**src/rtl/vpm_pipeline.sv**
```systemverilog
// ============================================================================
// vpm_pipeline : fixed-latency data + control register pipeline built from a
//                generic synchronous-reset register primitive.
// Optional: VPM_PIPELINE_DATA_GATE_EN (data stages load only on control = 1)
// Revision: 1.0
// ============================================================================
`default_nettype none

module vpm_reg #(
  parameter int WIDTH = 1
) (
  input  logic             clk,
  input  logic             rst,
  input  logic [WIDTH-1:0] d,
  output logic [WIDTH-1:0] q
);

  always_ff @(posedge clk) begin
    if (rst) q <= '0;
    else     q <= d;
  end

endmodule

module vpm_pipeline #(
  parameter int DATA_WIDTH = 8,
  parameter int STAGES     = 4
) (
  input  logic                  clk,
  input  logic                  rst_n,
  input  logic [DATA_WIDTH-1:0] idata,
  input  logic                  icontrol,
  output logic [DATA_WIDTH-1:0] odata,
  output logic                  ocontrol
);

  logic [STAGES-1:0][DATA_WIDTH-1:0] data_q;
  logic [STAGES-1:0][DATA_WIDTH-1:0] data_in;
  logic [STAGES-1:0][DATA_WIDTH-1:0] data_d;
  logic [STAGES-1:0]                 ctrl_q;
  logic [STAGES-1:0]                 ctrl_in;

  assign data_in[0] = idata;
  assign ctrl_in[0] = icontrol;

  for (genvar k = 1; k < STAGES; k++) begin : g_link
    assign data_in[k] = data_q[k-1];
    assign ctrl_in[k] = ctrl_q[k-1];
  end

  for (genvar k = 0; k < STAGES; k++) begin : g_stage
`ifdef VPM_PIPELINE_DATA_GATE_EN
    // Hold the last valid word while the control bit entering this stage is 0.
    assign data_d[k] = ctrl_in[k] ? data_in[k] : data_q[k];
`else
    assign data_d[k] = data_in[k];
`endif

    // The reset port is active-high despite its _n name.
    vpm_reg #(.WIDTH(DATA_WIDTH)) u_data (
      .clk (clk),
      .rst (rst_n),
      .d   (data_d[k]),
      .q   (data_q[k])
    );

    vpm_reg #(.WIDTH(1)) u_ctrl (
      .clk (clk),
      .rst (rst_n),
      .d   (ctrl_in[k]),
      .q   (ctrl_q[k])
    );
  end

  assign odata    = data_q[STAGES-1];
  assign ocontrol = ctrl_q[STAGES-1];

endmodule

`default_nettype wire

```
**config.mk**
```make
export PLATFORM = sky130hd
export DESIGN_NAME = vpm_pipeline
export DESIGN_NICKNAME = d
export VERILOG_FILES = /design/src/rtl/vpm_pipeline.sv
export SDC_FILE = /design/constraint.sdc
export NUM_CORES = 1
export LEC_CHECK = 0
export ABC_AREA = 1
export CORE_UTILIZATION = 48
export DETAILED_ROUTE_END_ITERATION = 10
export PLACE_DENSITY = 0.75
export SLEW_MARGIN = 20
export SYNTH_ARGS = -nofsm -noshare
export SYNTH_HDL_FRONTEND = slang
export SYNTH_SLANG_ARGS = --single-unit
```
**constraint.sdc**
```tcl
create_clock -name clk -period 0.8 [get_ports clk]
set_input_delay 0.12 -clock clk [delete_from_list [all_inputs] [get_ports clk]]
set_output_delay 0.12 -clock clk [all_outputs]
set_load 0.005 [all_outputs]
```
==> reports/metrics.csv <==
metric,value,unit
ioPinCount,20,
gp_congestion,0.598,
drtPass1Iterations,3,
grt_max_degree,37,
worstPathMaxFanout,1,
finalCritPeriodShare,110,%
htreeDepth,2,
die_h,48.6,µm
cts_sinks,36,
grt_antenna_before_repair,0,
synth_nets,123,
fmax,1130,MHz
syn-cell-area,0.00104,mm²
cp_data_arrival_time,0.76,ns
power,3.39,mW
holdWs,0.290,ns
slowest_stage,dfxtp_2,
fin_area,0.00130,mm²
nets,146,
grt_pass1_vias,536,
power_density,2610,mW/mm²
worst-path-buf-inv,1,
fin_skew,0.00495,ns
grt_pass1_wl,2.08,mm
layoutNonFillerInstCount,163,
row_count,16,
grt-ovfl-total,0,
layout-drive-gt1-share,15.4,%
final_max_slew_viol_count,0,
dpl_cell_area,0.00124,mm²
port_buffers,19,
crit_chain,buf_6,
synth_area_leader_cell,dfxtp_1,
ys_warn_count,0,
post_cts_buffers,0,
synthCells,112,
drc,0,
synth_area_per_cell,9.29,µm²
dp.cells,155,
maxSlewHeadroom,90.3,%
synth-seq-cells,36,
via_count,619,
slowest_delay,0.33,ns
outcome,"finished, violations left",
finalHoldViolations,0,
finish.utilization,64.8,%
synth_compound_area_share,0,%
drt-total-wl,1.21,mm
cp-end-kind,output port,
diodes,0,
synth_top_family_by_area,buffers and inverters,
crit_type,reg2out,
crit_required,0.68,ns
crit_family,flip-flops,
cts_buffer_depth,2,
violations,setup timing,
critPathLaunchType,register,
dp_hpwl,787,µm
synthTopCellsByArea,"dfxtp_1, inv_1, nor2_1",
synth_xor_area_share,0,%
synth_cell_types,5,
tns,-0.592,ns
peakVddDrop,1690,µV
tightest_slew,0.146,ns
area_growth,24.6,%
die_w,48.6,µm
cts_tree,built,
cts_root_buf,clkbuf_4,
timing.max_cap.violations,0,
period_minus_slack,0.883,ns
rsz0062_at_grt,yes,
groute.usage.overall,12.6,%
synth_fa_ha_area_share,0,%
hold_class,in2reg,
clk_pin_slew,0.10,ns
drtIter0Drc,5,
finalSetupViolations,9,
routed_via_density,3.80,
p_leak,0.616,nW
ant_nets,0,
setup_slack,-0.0834,ns
cts_made_buffers,5,
pre_cts_ws,-0.227,ns
coreArea,0.00200,mm²
die_area,0.00236,mm²
ys_seq_area_share,69.2,%
clk_latency,0.33,ns
yosys.area_share.simple,13.5,%
synth_top_area_share,69.2,%
start_util,52.0,%
muxShareOfSynthArea,0,%
wire_per_inst,7.43,µm
## synthesized netlist by cell type, drive strengths merged
library cell   n
buf            4
inv           36
nor2          36
dfxtp         36
## routing by layer
metal / GRT usage (%) / vias to the layer above / wire [µm]
li1: - / 343 / -
met1: 11.4 / 249 / 473
met2: 20.9 / 22 / 598
met3: 7.55 / 5 / 104
met4: 8.82 / 0 / 35
met5: 0 / - / 0
## path summary, 6_finish.rpt
kind	from	to	slack (ns)	depth (start not counted)
worst max register to register	g_stage[1].u_data.q[0]	g_stage[2].u_data.q[0]	0.28	2
worst min register to register	g_stage[2].u_data.q[4]	g_stage[3].u_data.q[4]	0.40	2
worst max-delay path	g_stage[3].u_data.q[4]	odata[4]	-0.08	1
worst min-delay path	idata[0]	g_stage[0].u_data.q[0]	0.29	3
## sequential cells by signal (all words and copies together), names as in the netlist
register and flops:
g_stage.u_data.q 32, g_stage.u_ctrl.q 4
## cell families (layout without fill, tap and decap cells)
kind of cell	Yosys count	after routing
buf+inv	40	64
flops	36	36
simple gates	36	36
## cells in the final DEF, fill, tap and decap left out
master	count
inv_1	36
dfxtp_1	35
nor2_1	34
clkdlybuf4s50_1	10
buf_2	8
clkbuf_4	5
nor2_2	2
clkbuf_8	2
bufinv_16	1
dfxtp_2	1
buf_6	1
buf_12	1
## tightest hold or removal path, cell delays in order
cell	delay, ns
clkdlybuf4s50_1	0.39
inv_1	0.05
nor2_1	0.03
## area by class of cell
type                            count  area (µm²)
Clock buffer                        7        65.1
Clock inverter                      1        30.0
Fill cell                         177         704
Inverter                           36         135
Multi-Input combinational cell     36         140
Sequential cell                    36         722
Tap cell                           27        33.8
Timing Repair Buffer               20         171
## timing repair
action,4_1_cts,5_1_grt
hold buffers,0,0
setup endpoints to repair,9,9
cloned,0,0
gates resized for setup,36,0
## where the power goes
part | switching [mW] | internal (mW)
logic | 0.0669 | 0.0817
registers | 0.0138 | 1.85
clock network | 0.548 | 0.830
total | 0.629 | 2.76
No activity file was read; power rests on OpenSTA's default activity.
